==> src/rtl/serial_sub_ctrl.sv <==
// Bit-serial WIDTH-bit subtractor. A single full-subtractor cell is reused
// over WIDTH cycles, LSB first, with the borrow kept in a flop between bits.
// A start/busy/done handshake frames each operation. The result registers
// hold their value until the next operation completes.
module serial_sub_ctrl #(
  parameter int WIDTH = 8
) (
  input  logic             clk,
  input  logic             rst_n,
  input  logic             start,
  input  logic [WIDTH-1:0] a,
  input  logic [WIDTH-1:0] b,
  input  logic             bin,
  output logic             busy,
  output logic             done,
  output logic [WIDTH-1:0] diff,
  output logic             bout
);

  localparam int CW = $clog2(WIDTH + 1);
  localparam logic [CW-1:0] LAST = CW'(WIDTH - 1);

  typedef enum logic [1:0] {
    IDLE  = 2'd0,
    SHIFT = 2'd1,
    DONE  = 2'd2
  } state_t;

  state_t           state_q, state_d;
  logic [WIDTH-1:0] sa_q, sa_d;
  logic [WIDTH-1:0] sb_q, sb_d;
  logic             brw_q, brw_d;
  logic [WIDTH-1:0] acc_q, acc_d;
  logic [CW-1:0]    cnt_q, cnt_d;
  logic [WIDTH-1:0] diff_q, diff_d;
  logic             bout_q, bout_d;

  logic             fsDiff;
  logic             fsBout;
  logic [WIDTH:0]   accWide;
  logic [WIDTH-1:0] accNext;

  // Full-subtractor cell on the current LSBs, plus the accumulator value
  // with this cycle's difference bit shifted in at the top.
  always_comb begin
    fsDiff  = sa_q[0] ^ sb_q[0] ^ brw_q;
    fsBout  = (~sa_q[0] & sb_q[0]) | (~(sa_q[0] ^ sb_q[0]) & brw_q);
    accWide = {fsDiff, acc_q};
    accNext = accWide[WIDTH:1];
  end

  // Next-state logic: load operands in IDLE, one bit per cycle in SHIFT,
  // publish the result on the last bit, then a single DONE cycle.
  always_comb begin
    state_d = state_q;
    sa_d    = sa_q;
    sb_d    = sb_q;
    brw_d   = brw_q;
    acc_d   = acc_q;
    cnt_d   = cnt_q;
    diff_d  = diff_q;
    bout_d  = bout_q;
    case (state_q)
      IDLE: begin
        if (start) begin
          sa_d    = a;
          sb_d    = b;
          brw_d   = bin;
          cnt_d   = '0;
          state_d = SHIFT;
        end
      end
      SHIFT: begin
        acc_d = accNext;
        brw_d = fsBout;
        sa_d  = sa_q >> 1;
        sb_d  = sb_q >> 1;
        cnt_d = cnt_q + CW'(1);
        if (cnt_q == LAST) begin
          diff_d  = accNext;
          bout_d  = fsBout;
          state_d = DONE;
        end
      end
      DONE: begin
        state_d = IDLE;
      end
      default: begin
        state_d = IDLE;
      end
    endcase
  end

  // State and datapath registers; reset aborts any operation in flight.
  always_ff @(posedge clk or negedge rst_n) begin
    if (!rst_n) begin
      state_q <= IDLE;
      sa_q    <= '0;
      sb_q    <= '0;
      brw_q   <= 1'b0;
      acc_q   <= '0;
      cnt_q   <= '0;
      diff_q  <= '0;
      bout_q  <= 1'b0;
    end else begin
      state_q <= state_d;
      sa_q    <= sa_d;
      sb_q    <= sb_d;
      brw_q   <= brw_d;
      acc_q   <= acc_d;
      cnt_q   <= cnt_d;
      diff_q  <= diff_d;
      bout_q  <= bout_d;
    end
  end

  // Handshake and result outputs come straight from registers.
  always_comb begin
    busy = (state_q != IDLE);
    done = (state_q == DONE);
    diff = diff_q;
    bout = bout_q;
  end

endmodule
==> config.mk <==
export PLATFORM = sky130hd
export DESIGN_NAME = serial_sub_ctrl
export DESIGN_NICKNAME = d
export VERILOG_FILES = /design/src/rtl/serial_sub_ctrl.sv
export SDC_FILE = /design/constraint.sdc
export NUM_CORES = 1
export LEC_CHECK = 0
export ABC_AREA = 1
export CAP_MARGIN = 40
export CORE_MARGIN = 3
export CORE_UTILIZATION = 40
export CTS_BUF_LIST = sky130_fd_sc_hd__clkbuf_16
export DETAILED_ROUTE_END_ITERATION = 8
export GPL_TIMING_DRIVEN = 0
export HOLD_SLACK_MARGIN = 0.05
export PLACE_DENSITY = 0.75
export REMOVE_ABC_BUFFERS = 1
export SYNTH_ARGS = -nofsm -noshare
export SYNTH_HDL_FRONTEND = slang
export SYNTH_SLANG_ARGS = --single-unit
==> constraint.sdc <==
create_clock -name clk -period 1.6 [get_ports clk]
set_input_delay 0.48 -clock clk [delete_from_list [all_inputs] [get_ports clk]]
set_output_delay 0.48 -clock clk [all_outputs]
set_load 0.1 [all_outputs]
# After elaboration in Yosys (flattened, before gate mapping)
# Cells that the tools add are included.
classes:
  addsub: 1
  mul: 0
  n_div: 0
  order_cmp: 0
  eq_ne: 5
  shift: 0
  n_mux: 11
  bitwise_logic: 7
  reduce_logical: 6
op_table:
  columns: ["operator", "count"]
  rows:
  - ["$pmux W8 S2", 2]
  - ["$mux W8", 2]
  - ["$pmux W4 S2", 1]
  - ["$reduce_and A2 Y1", 3]
  - ["$add A4 B1 Y4 const B", 1]
  - ["$eq A4 B3 Y1 const B", 1]
  - ["$mux W2", 2]
  - ["$mux W4", 1]
  - ["$ne A2 B2 Y1 const B", 2]
  - ["$pmux W2 S2", 1]
  - ["$reduce_bool A2 Y1", 2]
  - ["$and A1 B1 Y1", 2]
  - ["$eq A2 B1 Y1 const B", 1]
  - ["$eq A2 B2 Y1 const B", 1]
  - ["$logic_not A2 Y1", 1]
  - ["$not A1 Y1", 2]
  - ["$pmux W1 S2", 1]
  - ["$xor A1 B1 Y1", 2]
  - ["$mux W1", 1]
  - ["$or A1 B1 Y1", 1]
totals:
  ff_bits: 40
  latch_bits: 0
  ram_bits: 0
  rom_bits: 0
  input_bits: 20
  wordCells: 38
  memories: 0

# Logic depth before layout (Yosys ltp)
# Gate-level depths: netlist (run 1).
logic_depth:
  depth_word: 5
  depth_mapped: 7
  mapped_depth_nobuf: 6

# Worst setup path before layout (run 1)
# No wires, ideal clock.
synth_timing:
  kind: "register to output"
  start: "register state_q[0]"
  end: "output port done"
  arrival_ps: 1667
  t_required_ps: 1120
  path_slack_ps: -547
  path_stages_with_launch: 2
  n_path_buf: 0
  path_cell_list: "dfrtp_1 nor2_1"
synth_between:
  elab_chain_len: 1
synth_rtl:
  columns: ["element", "line_no", "source"]
  rows:
  - ["from (decl)", "29", "state_t state_q, state_d;"]
  - ["from (signal assigned)", "106", "state_q <= state_d;"]
  - ["$eq A2 B2 Y1", "120", "done = (state_q == DONE);"]
  - ["to (decl)", "15", "output logic done,"]
# No other way between the ends.

# Final worst setup path (run 1)
layout_timing:
  start: "register state_q[0]"
  end: "output port busy"
layout_between:
  elab_chain_len: 1
layout_rtl:
  columns: ["element", "line_no", "source"]
  rows:
  - ["$reduce_bool A2 Y1", "119", "busy = (state_q != IDLE);"]
  - ["to (decl)", "14", "output logic busy,"]
# No other way between the ends.

==> results of run 1 <==
worst max-delay path, stage by stage, from the launching register on:
cell     delay (ns)
dfrtp_1        0.38
buf_6          0.12
nor2_4         0.14
inv_2          0.06
buf_12         0.16
cell usage after synthesis:
| cell type | number | share of area [%] |
|---|---|---|
| nand2_2 | 2 | 0.73 |
| clkbuf_1 | 1 | 0.22 |
| o21ai_0 | 2 | 0.58 |
| nand4_1 | 1 | 0.37 |
| clkbuf_2 | 1 | 0.29 |
| inv_1 | 8 | 1.8 |
| nor2_1 | 4 | 0.88 |
| dfrtp_1 | 39 | 57 |
| buf_4 | 3 | 1.3 |
| nor2_2 | 2 | 0.73 |
| fa_1 | 1 | 1.2 |
| inv_2 | 2 | 0.44 |
| ha_1 | 1 | 0.73 |
| nand2_1 | 63 | 14 |
| o21ai_1 | 7 | 2.0 |
| buf_6 | 1 | 0.66 |
| buf_2 | 5 | 1.5 |
| nand3_1 | 54 | 16 |
power groups by stage:
stage | registers, mW | clock network (mW) | logic, mW
floorplan | 2.49 | 0 | 0.939
global placement | 1.67 | 0 | 2.29
detailed placement | 1.69 | 0 | 2.75
CTS | 1.73 | 1.14 | 2.79
global route | 1.80 | 1.18 | 3.06
finish | 1.73 | 1.11 | 2.81
flip-flops by register name (all words and copies together) (netlist names):
name and flops:
acc_q 7, sb_q 8, bout 1, cnt_q 4, diff 8, sa_q 8
state_q 2, brw_q 1
worst paths after layout:
kind	start	end	slack, ns	depth (start not counted)
min in group clk	acc_q[5]$_DFFE_PN0P_	diff[4]$_DFFE_PN0P_	0.47	2
max	state_q[0]$_DFFE_PN0P_	busy	-0.03	4
max in group asynchronous	rst_n	sa_q[5]$_DFFE_PN0P_	1.00	2
max reg2reg	state_q[1]$_DFFE_PN0P_	diff[3]$_DFFE_PN0P_	0.10	6
min	rst_n	diff[4]$_DFFE_PN0P_	0.14	1
min reg2reg	acc_q[5]$_DFFE_PN0P_	diff[4]$_DFFE_PN0P_	0.47	2
stage by stage:
stage | hold slack [ns] | TNS (ns) | power (mW) | std cells
floorplan | 0.184 | -0.659 | 3.42 | 186
global placement | 0.450 | -57.36 | 3.95 | 266
detailed placement | 0.448 | -20.47 | 4.44 | 278
CTS | 0.146 | -0.0311 | 5.66 | 280
global route | 0.159 | -0.133 | 6.04 | 280
finish | 0.140 | -0.0374 | 5.65 | 280
timing repair:
action / 4_1_cts / 5_1_grt
pin swaps: 2 / 0
setup buffers: 3 / 0
endpoints found under the setup margin: 44 / 35
gates resized for setup: 23 / 6
logic make-up (layout without fill, tap and decap cells):
| family | Yosys count | count (layout) |
|---|---|---|
| AND/OR/NAND/NOR | 126 | 126 |
| buffers and inverters | 21 | 54 |
| adder cells (fa/ha/maj) | 2 | 2 |
| AO/OA/AOI/OAI | 9 | 9 |
| flip-flops | 39 | 39 |
metal layers:
layer	up-vias	track usage (%)	routed length, um
li1	707	-	-
met2	43	25.7	1640
met5	-	0	0
met1	642	20.6	1570
met4	0	5.64	57
met3	7	5.19	208
cell type report:
class,instances,area (sq um),share of cell area (%)
sequential,39,976,40.8
multi-input combinational,137,661,27.6
timing repair buffer,36,479,20.0
clock buffer,5,125,5.23
tap,50,62.6,2.62
inverter,10,45.0,1.88
clock inverter,3,43.8,1.83
==> impl_metrics.json, run 1 <==
{
  "critical_path_peak_fanout": 2,
  "grt_pass1_wl_mm": 6.42,
  "tightest_slew_ns": 0.615,
  "maxSlewViolCount": 0,
  "core_sq_um": 4060,
  "portBuffers": 30,
  "endpoint_kind": "output pin",
  "synth_compound_area_share_pct": 2.63,
  "fin_crit_ns": 1.63,
  "yosysSeqAreaShare_pct": 57.0,
  "crit_required_ns": 1.12,
  "area_growth_pct": 39.8,
  "setup_viol": 2,
  "grt_start_max_net_pins": 32,
  "drtPass1Iterations": 4,
  "die_w_um": 71.4,
  "synth_top_family_by_area": "simple AND/OR/NAND/NOR gates",
  "synth_cell_types": 18,
  "avgSynthCellArea_sq_um": 8.69,
  "dpl-instance-area_sq_um": 2190,
  "h-tree-depth": 2,
  "rows": 23,
  "p_sw_share_pct": 44.4,
  "cts_buffer_depth": 2,
  "rsz0062_at_grt": "yes",
  "power_frac_seq_pct": 30.6,
  "fillCellCount": 339,
  "antenna_found_initial": 0,
  "postCtsHoldBufs": 0,
  "p_switching_mw": 2.51,
  "fin_ws_ns": -0.0314,
  "start_kind": "flop",
  "min-delay-path-class": "input pin to async pin",
  "syn_inst": 197,
  "nNetsFinal": 251,
  "synth-xor-area-share_pct": 0,
  "finalHoldViolCount": 0,
  "drt_iter0_markers": 95,
  "violations": "setup timing",
  "slew_headroom_pct": 59.0,
  "dp_hpwl_mm": 2.13,
  "finClkSkew_ns": 0.00541,
  "routabilityCongestion": 0.708,
  "leakagePower_nw": 1.14,
  "vias": 1399,
  "p_clk_share_pct": 19.7,
  "routed_via_density": 5.00,
  "cts_buffers": 5,
  "mostFrequentLayoutCell": "nand2_1",
  "final.period_utilization_pct": 102,
  "routedWlPerCell_um": 12.4,
  "die_area_sq_um": 5100,
  "grt_usage_pct": 16.1,
  "final_cell_mix": "nand2_1, nand3_1, dfrtp_1",
  "synthAdderAreaFrac_pct": 1.90,
  "clock-sinks": 39,
  "antenna_cells": 0,
  "ys_ff_latch": 39,
  "synthSimpleGateAreaFrac_pct": 32.3,
  "place_worst_setup_slack_ns": -0.849,
  "synth_warnings": 0,
  "cts_root_buf": "clkbuf_16",
  "arrival_ns": 1.15,
  "synth_area_sq_um": 1710,
  "wirelength_mm": 3.48,
  "max_freq_mhz": 613,
  "p_comb_share_pct": 49.7,
  "grt_pass1_vias": 1416,
  "cts_tree": "yes",
  "cap_violations": 0,
  "p_int_mw": 3.14,
  "die_h_um": 71.4,
  "start_util_pct": 42.2,
  "synthMuxAreaShare_pct": 0,
  "power.density_nw_per_um2": 2360,
  "outcome": "complete, but fails checks",
  "pin_count": 31,
  "postRouteAntennaNets": 0,
  "crit_type": "flop to output pin",
  "ir_worst_vdd_mv": 0.891,
  "drive_gt1_share_pct": 14.3,
  "grt_overflow": 0,
  "final_util_pct": 59.0,
  "stdcell_area_sq_um": 2390,
  "clk_pin_slew_worst_paths_ns": 0.06,
  "insertion_delay_ns": 0.28,
  "drc": 0
}
(Power assumes the default switching activity.)
==> run 2, diff against run 1 <==
--- a/config.mk
+++ b/config.mk
@@ -15,6 +15,8 @@
 export HOLD_SLACK_MARGIN = 0.05
 export PLACE_DENSITY = 0.75
 export REMOVE_ABC_BUFFERS = 1
+export SKIP_CTS_REPAIR_TIMING = 1
+export SKIP_LAST_GASP = 1
 export SYNTH_ARGS = -nofsm -noshare
 export SYNTH_HDL_FRONTEND = slang
 export SYNTH_SLANG_ARGS = --single-unit
==> impl_metrics.json, run 2 (synthesis gave the netlist of run 1 again) <==
{
  "cts_buffers": 5,
  "p_switching_mw": 2.51,
  "pin_count": 31,
  "finalHoldViolCount": 0,
  "cts_tree": "yes",
  "postRouteAntennaNets": 0,
  "grt_pass1_wl_mm": 6.19,
  "routed_via_density": 4.98,
  "drive_gt1_share_pct": 14.7,
  "p_comb_share_pct": 51.5,
  "maxSlewViolCount": 0,
  "cts_buffer_depth": 2,
  "final_cell_mix": "nand2_1, nand3_1, dfrtp_1",
  "violations": "setup timing",
  "die_area_sq_um": 5100,
  "fin_ws_ns": -0.120,
  "start_util_pct": 42.2,
  "max_freq_mhz": 582,
  "min-delay-path-class": "input pin to async pin",
  "fin_crit_ns": 1.72,
  "die_h_um": 71.4,
  "antenna_found_initial": 0,
  "drc": 0,
  "rows": 23,
  "rsz0062_at_grt": "yes",
  "arrival_ns": 1.24,
  "p_sw_share_pct": 43.4,
  "finClkSkew_ns": 0.00567,
  "ir_worst_vdd_mv": 0.875,
  "outcome": "complete, but fails checks",
  "clock-sinks": 39,
  "endpoint_kind": "output pin",
  "p_int_mw": 3.27,
  "critical_path_peak_fanout": 7,
  "clk_pin_slew_worst_paths_ns": 0.06,
  "core_sq_um": 4060,
  "insertion_delay_ns": 0.28,
  "power_frac_seq_pct": 29.3,
  "die_w_um": 71.4,
  "cap_violations": 0,
  "antenna_cells": 0,
  "leakagePower_nw": 1.26,
  "dp_hpwl_mm": 2.13,
  "tightest_slew_ns": 0.441,
  "setup_viol": 1,
  "ff2ff_path_depth": 6,
  "grt_usage_pct": 15.5,
  "area_growth_pct": 44.7,
  "mostFrequentLayoutCell": "nand2_1",
  "nNetsFinal": 259,
  "wirelength_mm": 3.44,
  "vias": 1433,
  "routedWlPerCell_um": 11.9,
  "portBuffers": 30,
  "drtPass1Iterations": 4,
  "start_kind": "flop",
  "place_worst_setup_slack_ns": -0.849,
  "crit_type": "flop to output pin",
  "final.period_utilization_pct": 107,
  "cts_root_buf": "clkbuf_16",
  "drt_iter0_markers": 89,
  "grt_start_max_net_pins": 32,
  "power.density_nw_per_um2": 2330,
  "p_clk_share_pct": 19.2,
  "grt_pass1_vias": 1418,
  "whs_ns": 0.138,
  "grt_overflow": 0,
  "slew_headroom_pct": 70.6,
  "crit_required_ns": 1.12,
  "fin_total_pwr_mw": 5.78,
  "routabilityCongestion": 0.708,
  "h-tree-depth": 2
}
## run 2: critical path: stages, from the launching register on
cell and delay, ns:
dfrtp_2 0.46, nor2_4 0.22, inv_1 0.11, buf_12 0.17
## run 2: worst paths after layout
path / from / slack (ns) / to
worst max-delay path: state_q[0]$_DFFE_PN0P_ / -0.12 / busy
worst min-delay path: rst_n / 0.14 / diff[4]$_DFFE_PN0P_
worst max register to register: state_q[1]$_DFFE_PN0P_ / 0.13 / diff[1]$_DFFE_PN0P_
worst min register to register: diff[5]$_DFFE_PN0P_ / 0.47 / diff[5]$_DFFE_PN0P_
max in group asynchronous: rst_n / 1.00 / state_q[0]$_DFFE_PN0P_
min in group clk: diff[5]$_DFFE_PN0P_ / 0.47 / diff[5]$_DFFE_PN0P_
## run 2: power groups by stage
stage | logic, mW | clock network [mW] | registers, mW
after floorplan | 0.939 | 0 | 2.49
after global placement | 2.29 | 0 | 1.67
after detailed placement | 2.75 | 0 | 1.69
after CTS | 2.77 | 1.14 | 1.68
after global routing | 3.24 | 1.18 | 1.76
final | 2.97 | 1.11 | 1.69
## run 2: final cells by class
class	count	area, sq um
clock buffer	5	125
clock inverter	3	43.8
fill	328	1580
inverter	10	42.5
multi-input combinational	137	656
sequential	39	977
tap	50	62.6
timing repair buffer	44	571
## run 2: per-layer routing
metal,global-route usage [%],wire length (um)
met4,5.64,56
met1,19.3,1530
met2,25.1,1640
met3,5.19,209
met5,0,0
## run 2: metrics by stage
| step | instance area, sq um | setup TNS [ns] | std cells | util (%) |
|---|---|---|---|---|
| global placement | 2010 | -57.36 | 266 | 49.5 |
| detailed placement | 2190 | -20.47 | 278 | 54.1 |
| CTS | 2360 | -16.87 | 286 | 58.2 |
| finish | 2480 | -0.120 | 288 | 61.1 |
| floorplan | 1640 | -0.659 | 186 | - |
| global route | 2480 | -0.187 | 288 | 61.1 |
